File: src/rtl/freq_pulse_generator.sv
// Programmable square-wave and pulse-burst source for the frequency counter.
// Config is taken only in IDLE; freq_out, done and cfg_err come straight from flops.
module freq_pulse_generator #(
    parameter int CLK_HZ  = 50000000,
    parameter int DIV_W   = 24,
    parameter int BURST_W = 16
) (
    input  logic               clk,
    input  logic               rst,
    input  logic               cfg_valid,
    output logic               cfg_ready,
    input  logic [DIV_W-1:0]   cfg_half_period,
    input  logic [BURST_W-1:0] cfg_burst_len,
    input  logic               start,
    input  logic               stop,
    output logic               freq_out,
    output logic               busy,
    output logic               done,
    output logic [BURST_W-1:0] pulse_count,
    output logic               cfg_err
);

    typedef enum logic [1:0] {IDLE, RUN, STOPPING} state_t;

    state_t             state_q, state_d;
    logic [DIV_W-1:0]   half_q, half_d;
    logic [DIV_W-1:0]   phase_q, phase_d;
    logic [BURST_W-1:0] burst_q, burst_d;
    logic [BURST_W-1:0] count_q, count_d;
    logic               loaded_q, loaded_d;
    logic               out_q, out_d;
    logic               done_q, done_d;
    logic               err_q, err_d;
    logic               phase_end;
    logic               burst_last;

    if (CLK_HZ < 2) begin : g_clk_check
        $error("CLK_HZ must be at least 2");
    end

    assign phase_end  = (phase_q == half_q - DIV_W'(1));
    assign burst_last = (burst_q != '0) && (count_q == burst_q);

    always_ff @(posedge clk) begin
        if (rst) begin
            state_q  <= IDLE;
            half_q   <= '0;
            phase_q  <= '0;
            burst_q  <= '0;
            count_q  <= '0;
            loaded_q <= 1'b0;
            out_q    <= 1'b0;
            done_q   <= 1'b0;
            err_q    <= 1'b0;
        end else begin
            state_q  <= state_d;
            half_q   <= half_d;
            phase_q  <= phase_d;
            burst_q  <= burst_d;
            count_q  <= count_d;
            loaded_q <= loaded_d;
            out_q    <= out_d;
            done_q   <= done_d;
            err_q    <= err_d;
        end
    end

    // A stop during a high phase lets that phase run to full length (STOPPING),
    // so no runt pulse escapes; a burst end on the same edge still reports done.
    always_comb begin
        state_d  = state_q;
        half_d   = half_q;
        phase_d  = phase_q;
        burst_d  = burst_q;
        count_d  = count_q;
        loaded_d = loaded_q;
        out_d    = out_q;
        done_d   = 1'b0;
        err_d    = 1'b0;

        case (state_q)
            IDLE: begin
                if (cfg_valid) begin
                    if (cfg_half_period == '0) begin
                        err_d = 1'b1;
                    end else begin
                        half_d   = cfg_half_period;
                        burst_d  = cfg_burst_len;
                        loaded_d = 1'b1;
                    end
                end
                if (start && !stop) begin
                    if (loaded_q) begin
                        state_d = RUN;
                        out_d   = 1'b1;
                        phase_d = '0;
                        count_d = BURST_W'(1);
                    end else begin
                        err_d = 1'b1;
                    end
                end
            end

            RUN: begin
                if (phase_end) begin
                    phase_d = '0;
                    if (out_q) begin
                        out_d = 1'b0;
                        if (burst_last) begin
                            done_d  = 1'b1;
                            state_d = IDLE;
                        end else if (stop) begin
                            state_d = IDLE;
                        end
                    end else if (stop) begin
                        state_d = IDLE;
                    end else begin
                        out_d   = 1'b1;
                        count_d = count_q + BURST_W'(1);
                    end
                end else begin
                    phase_d = phase_q + DIV_W'(1);
                    if (stop) begin
                        state_d = out_q ? STOPPING : IDLE;
                    end
                end
            end

            STOPPING: begin
                if (phase_end) begin
                    phase_d = '0;
                    out_d   = 1'b0;
                    state_d = IDLE;
                end else begin
                    phase_d = phase_q + DIV_W'(1);
                end
            end

            default: begin
                state_d = IDLE;
                out_d   = 1'b0;
            end
        endcase
    end

    assign cfg_ready   = (state_q == IDLE);
    assign busy        = (state_q != IDLE);
    assign freq_out    = out_q;
    assign done        = done_q;
    assign cfg_err     = err_q;
    assign pulse_count = count_q;

endmodule

File: config.mk
export PLATFORM = sky130hd
export DESIGN_NAME = freq_pulse_generator
export DESIGN_NICKNAME = d
export VERILOG_FILES = /design/src/rtl/freq_pulse_generator.sv
export SDC_FILE = /design/constraint.sdc
export NUM_CORES = 1
export LEC_CHECK = 0
export ABC_AREA = 1
export BUFFER_PORTS_ARGS = -buffer_cell sky130_fd_sc_hd__buf_2
export CORE_MARGIN = 2
export CORE_UTILIZATION = 40
export DETAILED_ROUTE_END_ITERATION = 8
export HOLD_SLACK_MARGIN = 0.1
export SLEW_MARGIN = 20
export SYNTH_ARGS = -nofsm -noshare
export SYNTH_HDL_FRONTEND = slang
export SYNTH_SLANG_ARGS = --single-unit
export TNS_END_PERCENT = 5
File: constraint.sdc
create_clock -name clk -period 5.2 [get_ports clk]
set_input_delay 0.78 -clock clk [delete_from_list [all_inputs] [get_ports clk]]
set_output_delay 0.78 -clock clk [all_outputs]
set_load 0.03 [all_outputs]
Word level (Yosys, flattened, before mapping). Cells that the tools add are included.

Input port bits: 45. Output and inout port bits: 21. Bits in registers: 86.

Equality and inequality tests: 11. Multiplexer cells: 32. Add/sub/neg operators: 3. Reductions and logical operators: 17. Bitwise operators: 5.

Operators by type and width (count): $mux W16 (5); $mux W24 (3); $pmux W24 S2 (1); $pmux W16 S2 (1); $add A24 B1 Y24 const B (1); $eq A24 B24 Y1 (1); $logic_not A24 Y1 (1); $sub A24 B1 Y24 const B (1); $mux W2 (9); $add A16 B1 Y16 const B (1); $eq A16 B16 Y1 (1); $reduce_bool A16 Y1 (1); $mux W1 (11); $ne A2 B2 Y1 const B (4); $reduce_and A4 Y1 (2); $pmux W2 S3 (1); $reduce_and A3 Y1 (2); $reduce_and A6 Y1 (1); $reduce_bool A2 Y1 (3); $not A1 Y1 (5); $ne A2 B1 Y1 const B (2); $reduce_or A2 Y1 (2); $reduce_or A4 Y1 (1); $ne A3 B3 Y1 const B (1); other kinds (6) (7).

Logic depth before layout (Yosys ltp). Gate-level depths: netlist (run 1).

Depth in word-level cells: 6. Depth in mapped cells: 19. Depth with buffers taken out: 19.

Worst setup path after synthesis (run 1). No wires, ideal clock.

Path kind: register to register. Start: register state_q[0]. End: register count_q[10] (netlist: pulse_count[10]). Library setup time: 0.132 ns. Stages on the path, launching flop included: 13. Required time: 5.068 ns. Arrival: 2.075 ns. Slack: 2.993 ns. Path through: dfxtp_1 > inv_1 > ha_1 > inv_1 > a21oi_1 > inv_1 > o21ai_0 > or2_2 > inv_1 > nand2_2 > buf_2 > nand2_1 > a21oi_1.

Longest elaborated chain between the ends: 3. Elaborated cells on any way between the ends: 10.

Ends and longest elaborated chain: from (decl) (line 25) `state_t state_q, state_d;`; from (signal assigned) (line 56) `state_q <= state_d;`; $logic_not A2 Y1 (*); via cfg_ready (line 11) `output logic cfg_ready,`; $ne A2 B1 Y1 (no line) or $reduce_bool A2 Y1 (tied branches); $reduce_and A6 Y1 (no line); to (signal assigned) (line 60) `count_q <= count_d;`; to (decl) (line 29) `logic [BURST_W-1:0] count_q, count_d;`.

The timed path passes the listed nets; every way through them passes the cells marked *. A chain may end at the register's enable or synchronous reset.

Final worst setup path (run 1).
Start: input port cfg_half_period[4]. End: register half_q[20].

Longest elaborated chain between the ends: 3.

Ends and longest elaborated chain: from (decl) (line 12) `input logic [DIV_W-1:0] cfg_half_period,`; $logic_not A24 Y1 (line 84) `if (cfg_half_period == '0) begin`; $not A1 Y1 (no line); $reduce_and A3 Y1 (no line); to (signal assigned) (line 57) `half_q <= half_d;`; to (decl) (line 26) `logic [DIV_W-1:0] half_q, half_d;`.

Every way passes these cells.

==> results of run 1 <==
-- per-stage QoR --
step           setup WS, ns  power [mW]
2_1_floorplan          2.99        1.94
4_1_cts                1.81        2.96
5_1_grt                1.90        3.20
3_5_place_dp           1.44        2.27
3_3_place_gp           1.51        2.27
6_report               2.20        2.95
-- cells in the final DEF, fill, tap and decap left out, types with 2 or more instances in the layout --
cell type    n
or2_2        7
ha_1         6
nor3_1      24
nor2_2       8
nor2_1     143
o21a_1       2
bufinv_16    2
inv_1       95
buf_2       65
o21ai_0     57
and2_1       2
clkbuf_16    9
nand4_1     23
nor2_4       3
nand3b_1     7
nand2_1    244
xor2_1      31
xnor2_1      9
nand2_4      2
nand2_2      2
nor4_1      18
a21oi_1     73
nand3_1     56
dfxtp_1     86
o22ai_1      2
inv_2        7
-- critical path, delay by kind of cell --
kind / cells / cell delay (ns)
buffers and inverters: 2 / 0.49
AND/OR/NAND/NOR: 6 / 1.92
-- sequential cells by signal, summed over array words and instances, names as in the netlist --
signal	count
burst_q	16
loaded_q	1
cfg_err	1
done	1
state_q	2
phase_q	24
pulse_count	16
half_q	24
freq_out	1
-- power by group --
| group | leakage (nW) | switching, mW | internal (mW) |
|---|---|---|---|
| Combinational | 2.02 | 0.970 | 0.410 |
| Sequential | 0.703 | 0.124 | 0.766 |
| Clock | 0.148 | 0.269 | 0.416 |
| Total | 2.88 | 1.36 | 1.59 |
-- logic make-up (layout without fill, tap and decap cells) --
kind of cell / count (synthesis) / after routing / synth area share (%)
and+or+nand+nor: 543 / 543 / 41.1
buffers and inverters: 133 / 183 / 9.01
adders and majority gates: 6 / 6 / 1.31
xor gates and xnor gates: 40 / 40 / 6.09
AOI/OAI and AO/OA: 139 / 139 / 12.6
DFF: 86 / 86 / 29.9
-- routing by layer --
layer  GRT usage (%)  part of all wire (%)  up-vias
met5               0                     0        -
met2            40.9                    45      194
met4            7.87                   2.3        0
met3            3.71                   4.8       33
met1            31.8                    47     2695
li1                -                     -     3157
-- worst max path at each step --
stage | startpoint | end | slack, ns
floorplan | state_q[0] | pulse_count[10] | 2.99
global placement | cfg_half_period[4] | half_q[22] | 1.51
detailed placement | cfg_half_period[4] | half_q[21] | 1.44
CTS | cfg_half_period[4] | half_q[21] | 1.81
global route | state_q[1] | pulse_count[0] | 1.90
finish | cfg_half_period[4] | half_q[20] | 2.20
-- final cells by class --
| cell class | count | area (sq um) |
|---|---|---|
| fill | 1493 | 7450 |
| sequential | 86 | 1720 |
| multi-input combinational | 728 | 3520 |
| clock buffer | 10 | 229 |
| clock inverter | 4 | 73.8 |
| inverter | 103 | 387 |
| tap | 180 | 225 |
| timing repair buffer | 66 | 333 |
==> flow_summary.ini, run 1 <==
[synthesis]
synth_largest_area_cell = dfxtp_1
yosysMostFrequentCell = nand2_1
ys_seq_area_share_pct = 29.9
netlist_instances = 947
synthArstFlopShare_pct = 0
synth_top_area_share_pct = 29.9
ys_types = 37
syn_area_sq_um = 5750
ys.warnings.count = 0
synth_area_leaders = dfxtp_1, nand2_1, nor2_1
synth_edf_count = 0
synth_commonest_cells = nand2_1, nor2_1, inv_1
syn-num-nets = 998
ys_ff_latch = 86
synth_area_per_cell_sq_um = 6.07
ys.flop_type = dfxtp_1

[layout]
final_cell_count_no_fill = 1177
final_util_pct = 46.5
insertedDiodeCount = 0
areaGrowthSynthToFinish_pct = 12.8
final_net_count = 1045
drive_above_1_share_pct = 11.0
stdcell_area_sq_um = 6490

[sta]
post-route-period-util_pct = 57.7
min_period_ns = 3.00
hold_violations = 0
setup_viol = 0
whs_ns = 0.485
clock-skew-final_ns = 0.00628
worstMarginPinSlew_ns = 0.819
drv_slew = 0
tns_ns = 0
fmax_mhz = 333
rsz0062_at_grt = false
slew_headroom_pct = 45.4

[worst_setup_path]
critical-path-max-stage-delay_ns = 0.53
worstReg2RegStart = state_q[1]
required_ns = 5.43
r2r-end = pulse_count[0]
end_kind = flip-flop
crit_chain = buf_2 -> nor4_1 -> nand4_1 -> nand3b_1 -> nand2_4 -> inv_1 -> nor2_1 -> nor2_1
reg2regPathDepth = 9
worstPathArrival_ns = 3.23
r2r_slack_ns = 2.26
worstSetupPathType = in -> reg
startpoint_type = input pin
crit_slowest_cell = nor4_1
worstPathMaxFanout = 66
crit_top_cell = nor2_1

[routing]
drtAntennaViolNets = 0
drt_first_pass_iters = 6
drt_drc_violations_left = 0
vias_per_cell = 5.16
initialDrtViolationCount = 409
dr_total_vias = 6079
wl_per_cell_microns = 14.8
wirelength_microns = 17400

[global_route]
grt_pass1_wl_microns = 28800
grt-ovfl-total = 0
grtUsageTotal_pct = 24.2
grt_pass1_vias = 5723
grt_max_degree = 67
antenna_found_initial = 0

[hold_path]
holdPathEnd = loaded_q
hold_depth = 2
hp-class = reg -> reg
hp-start = loaded_q

[outcome]
status = finished, final reports clean

[die]
core_sq_um = 13900
die_x_microns = 124
initial_core_util_pct = 41.3
dieArea_sq_um = 15300
rows = 43
die_y_microns = 124
io_pins = 66

[placed_design]
place_area_sq_um = 6180
gp_congestion = 0.946
place_inst = 1163
port_buffers = 65
dp_hpwl_microns = 13300

[power_and_ir_drop]
p_leak_nw = 2.88
vdd_drop_max_uv = 292
p_per_area_nw_per_um2 = 455

[job]
maxCapViolations = 0

[clock_tree]
clock_path_buffers = 2
clock_latency_ns = 0.35
cts_sinks = 86
hold_buffers = 0
clock-root-buffer = clkbuf_16
htreeDepth = 3
cts_tree = built
post_cts_resize_count = 0
cts_made_buffers = 9
post_cts_buffers = 0
path_clk_slew_ns = 0.06
(Power assumes the default switching activity.)
==> run 2: changes to the inputs <==
==> constraint.sdc (replaced) <==
create_clock -name clk -period 2.8 [get_ports clk]
set_input_delay 0.42 -clock clk [delete_from_list [all_inputs] [get_ports clk]]
set_output_delay 0.42 -clock clk [all_outputs]
set_load 0.03 [all_outputs]
==> flow_summary.ini, run 2 (synthesized netlist as in run 1, its figures left out) <==
[clock_tree]
cts_sinks = 86
clock_path_buffers = 2
post_cts_buffers = 0
path_clk_slew_ns = 0.07
clock-root-buffer = clkbuf_16
cts_tree = built
cts_made_buffers = 9
htreeDepth = 3
post_cts_resize_count = 0
hold_buffers = 0
clock_latency_ns = 0.35

[power_and_ir_drop]
power_mw = 5.54
p_leak_nw = 2.93
vdd_drop_max_uv = 400
p_per_area_nw_per_um2 = 842

[sta]
tns_ns = 0
hold_violations = 0
rsz0062_at_grt = false
worst_slack_ns = 0.250
setup_viol = 0
clock-skew-final_ns = 0.0107
drv_slew = 0
worstMarginPinSlew_ns = 0.653
min_period_ns = 2.55
slew_headroom_pct = 56.4
fmax_mhz = 392
post-route-period-util_pct = 91.1

[worst_setup_path]
crit_start = half_q[0]
worstPathArrival_ns = 2.83
required_ns = 3.08
worstPathMaxFanout = 13
worstSetupPathType = reg -> reg
end_kind = flip-flop
worstReg2RegStart = half_q[0]
startpoint_type = flip-flop

[die]
die_x_microns = 124
initial_core_util_pct = 41.3
core_sq_um = 13900
dieArea_sq_um = 15300
io_pins = 66
rows = 43
die_y_microns = 124

[outcome]
status = finished, final reports clean

[hold_path]
hp-start = cfg_burst_len[9]
hp-class = in -> reg

[placed_design]
dp_hpwl_microns = 13900
gp_congestion = 0.971
port_buffers = 65
place_inst = 1173
place_ws_ns = 0.266

[layout]
insertedDiodeCount = 0
final_util_pct = 47.2
top_regs = half_q (24), phase_q (24)
final_cell_mix = nand2_1, nor2_1, inv_1
final_common_cell = nand2_1
drive_above_1_share_pct = 12.3
final_net_count = 1055
final_cell_count_no_fill = 1189
areaGrowthSynthToFinish_pct = 14.3

[routing]
wl_per_cell_microns = 15.0
wirelength_microns = 17800
vias_per_cell = 5.17
drtAntennaViolNets = 0
dr_total_vias = 6153
drt_first_pass_iters = 5
drt_drc_violations_left = 0
initialDrtViolationCount = 476

[global_route]
grtUsageTotal_pct = 24.7
grt_pass1_vias = 5662
grt-ovfl-total = 0
antenna_found_initial = 0
grt_pass1_wl_microns = 28800
grt_max_degree = 50

[job]
maxCapViolations = 0
-- run 2: final timing paths --
check / to / slack (ns) / cells after the start
worst min-delay path: burst_q[9] / 0.32 / 3
worst max-delay path: pulse_count[7] / 0.25 / 17
worst max register to register: pulse_count[7] / 0.25 / 17
worst min register to register: loaded_q / 0.48 / 2
-- run 2: report_power, final --
group | leakage, nW | internal, mW | switching, mW | total (mW)
Combinational | 2.08 | 0.834 | 1.80 | 2.63
Clock | 0.151 | 0.703 | 0.554 | 1.26
Sequential | 0.703 | 1.42 | 0.229 | 1.65
-- run 2: worst max-delay path, cell delays in order, from the launching register on --
cell     delay, ns
dfxtp_1       0.38
inv_2         0.07
ha_1          0.33
inv_1         0.05
nand2_1       0.06
nand2_1       0.07
nor2_1        0.16
nand3_1       0.11
nor2_2        0.17
nand2_1       0.07
nor2_1        0.08
nand2_1       0.08
nor2_2        0.14
nand2_4       0.13
a21oi_4       0.17
buf_4         0.21
nand2_1       0.07
a21oi_1       0.12
-- run 2: metal layers --
| metal | routed length (microns) | GRT usage, % | up-vias |
|---|---|---|---|
| li1 | - | - | 3187 |
| met1 | 8610 | 33.8 | 2747 |
| met2 | 7880 | 39.7 | 198 |
| met3 | 969 | 2.84 | 21 |
| met4 | 374 | 9.55 | 0 |
| met5 | 0 | 0 | - |
-- run 2: final cells by class --
class / instances / area, sq um
clock buffer: 9 / 225
clock inverter: 7 / 78.8
fill: 1500 / 7360
inverter: 103 / 387
multi-input combinational: 728 / 3510
sequential: 86 / 1720
tap: 180 / 225
timing repair buffer: 76 / 420
-- run 2: per-stage QoR --
stage	area (sq um)	hold WS, ns
2_1_floorplan	5750	0.450
3_3_place_gp	6270	0.472
3_5_place_dp	6270	0.471
4_1_cts	6570	0.313
5_1_grt	6570	0.352
6_report	6570	0.321
==> run 3: changes to the inputs <==
--- a/config.mk
+++ b/config.mk
@@ -11,6 +11,7 @@
 export CORE_UTILIZATION = 40
 export DETAILED_ROUTE_END_ITERATION = 8
 export HOLD_SLACK_MARGIN = 0.1
+export RECOVER_POWER = 50
 export SLEW_MARGIN = 20
 export SYNTH_ARGS = -nofsm -noshare
 export SYNTH_HDL_FRONTEND = slang
==> flow_summary.ini, run 3 (synthesized netlist as in run 1, its figures left out) <==
[layout]
areaGrowthSynthToFinish_pct = 13.5
final_common_cell = nand2_1
insertedDiodeCount = 0
fillerInstances = 1507
final_net_count = 1055
drive_above_1_share_pct = 10.0
top_regs = half_q (24), phase_q (24)
final_cell_mix = nand2_1, nor2_1, inv_1

[worst_setup_path]
worstSetupPathType = in -> reg
required_ns = 3.08
worstPathMaxFanout = 49
worstPathArrival_ns = 2.88
startpoint_type = input pin
r2r_slack_ns = 0.25
end_kind = flip-flop

[routing]
drt_first_pass_iters = 6
initialDrtViolationCount = 437
dr_total_vias = 6181
drt_drc_violations_left = 0
wl_per_cell_microns = 15.0
wirelength_microns = 17800
drtAntennaViolNets = 0
vias_per_cell = 5.20

[power_and_ir_drop]
power_mw = 5.50
p_per_area_nw_per_um2 = 843
vdd_drop_max_uv = 399
p_leak_nw = 2.84

[global_route]
antenna_found_initial = 0
grt-ovfl-total = 0
grtUsageTotal_pct = 24.7
grt_pass1_vias = 5662
grt_pass1_wl_microns = 28800
grt_max_degree = 50

[sta]
drv_slew = 0
slew_headroom_pct = 47.2
rsz0062_at_grt = false
clock-skew-final_ns = 0.0109
hold_violations = 0
setup_viol = 0
tns_ns = 0
post-route-period-util_pct = 93.1
worstMarginPinSlew_ns = 0.792
min_period_ns = 2.61
fmax_mhz = 384

[clock_tree]
post_cts_buffers = 0
clock-root-buffer = clkbuf_16
cts_sinks = 86
cts_tree = built
clock_latency_ns = 0.35
clock_path_buffers = 2
htreeDepth = 3
cts_made_buffers = 9
path_clk_slew_ns = 0.07

[die]
die_y_microns = 124
dieArea_sq_um = 15300
rows = 43
io_pins = 66
core_sq_um = 13900
initial_core_util_pct = 41.3
die_x_microns = 124

[hold_path]
hp-class = in -> reg

[placed_design]
dp_hpwl_microns = 13900
port_buffers = 65
gp_congestion = 0.971

[outcome]
status = finished, final reports clean

[job]
maxCapViolations = 0
-- run 3: cell types whose count changed in the layout (fill, tap and decap cells not counted) --
cell | previous run | this run
clkbuf_2 | 0 | 1
nand2_1 | 244 | 245
buf_2 | 65 | 44
nand2_2 | 3 | 2
clkbuf_1 | 0 | 22
buf_12 | 1 | 0
buf_4 | 10 | 9
-- run 3: worst max-delay path, stage by stage --
cell,delay (ns)
buf_2,0.12
nor4_1,0.46
nand4_1,0.35
nand3b_1,0.28
nand2_1,0.15
clkbuf_2,0.65
o21ai_0,0.26
a21oi_1,0.18
-- run 3: per-stage QoR --
step	utilization [%]	std cells	hold WS [ns]	setup slack, ns	instance area (sq um)
after floorplan	-	947	0.450	0.593	5750
after global placement	45.0	1173	0.472	0.286	6270
after detailed placement	45.0	1173	0.471	0.266	6270
after CTS	47.1	1189	0.313	0.240	6570
after global routing	46.8	1189	0.352	0.000479	6530
final	46.8	1189	0.319	0.194	6530
-- run 3: what timing repair did --
item                       in CTS  in global routing
resized for setup               0                  1
setup endpoints to repair       0                  2
hold buffers                    0                  0
-- run 3: worst paths after layout --
kind                            from          end  cells past startpoint
setup / recovery  cfg_half_period[5]  burst_q[13]                      8
setup reg to reg           half_q[0]   phase_q[4]                     17
hold / removal      cfg_burst_len[9]   burst_q[9]                      3
hold reg to reg             loaded_q     loaded_q                      2
-- run 3: area by class of cell --
cell class	count	area (sq um)	area share [%]
multi-input combinational	728	3510	53.8
tap	180	225	3.45
clock buffer	9	225	3.45
inverter	103	387	5.93
sequential	86	1720	26.4
clock inverter	7	78.8	1.21
timing repair buffer	76	375	5.75
-- run 3: power breakdown --
part | internal (mW) | switching, mW | leakage, nW
registers | 1.42 | 0.231 | 0.703
logic | 0.797 | 1.80 | 1.98
clock network | 0.703 | 0.554 | 0.151
-- run 3: per-layer routing --
layer | global-route usage (%) | part of all wire, % | vias up
met3 | 2.84 | 5.5 | 27
met5 | 0 | 0 | -
li1 | - | - | 3191
met2 | 39.7 | 44 | 206
met4 | 9.55 | 2.4 | 0
met1 | 33.8 | 48 | 2757
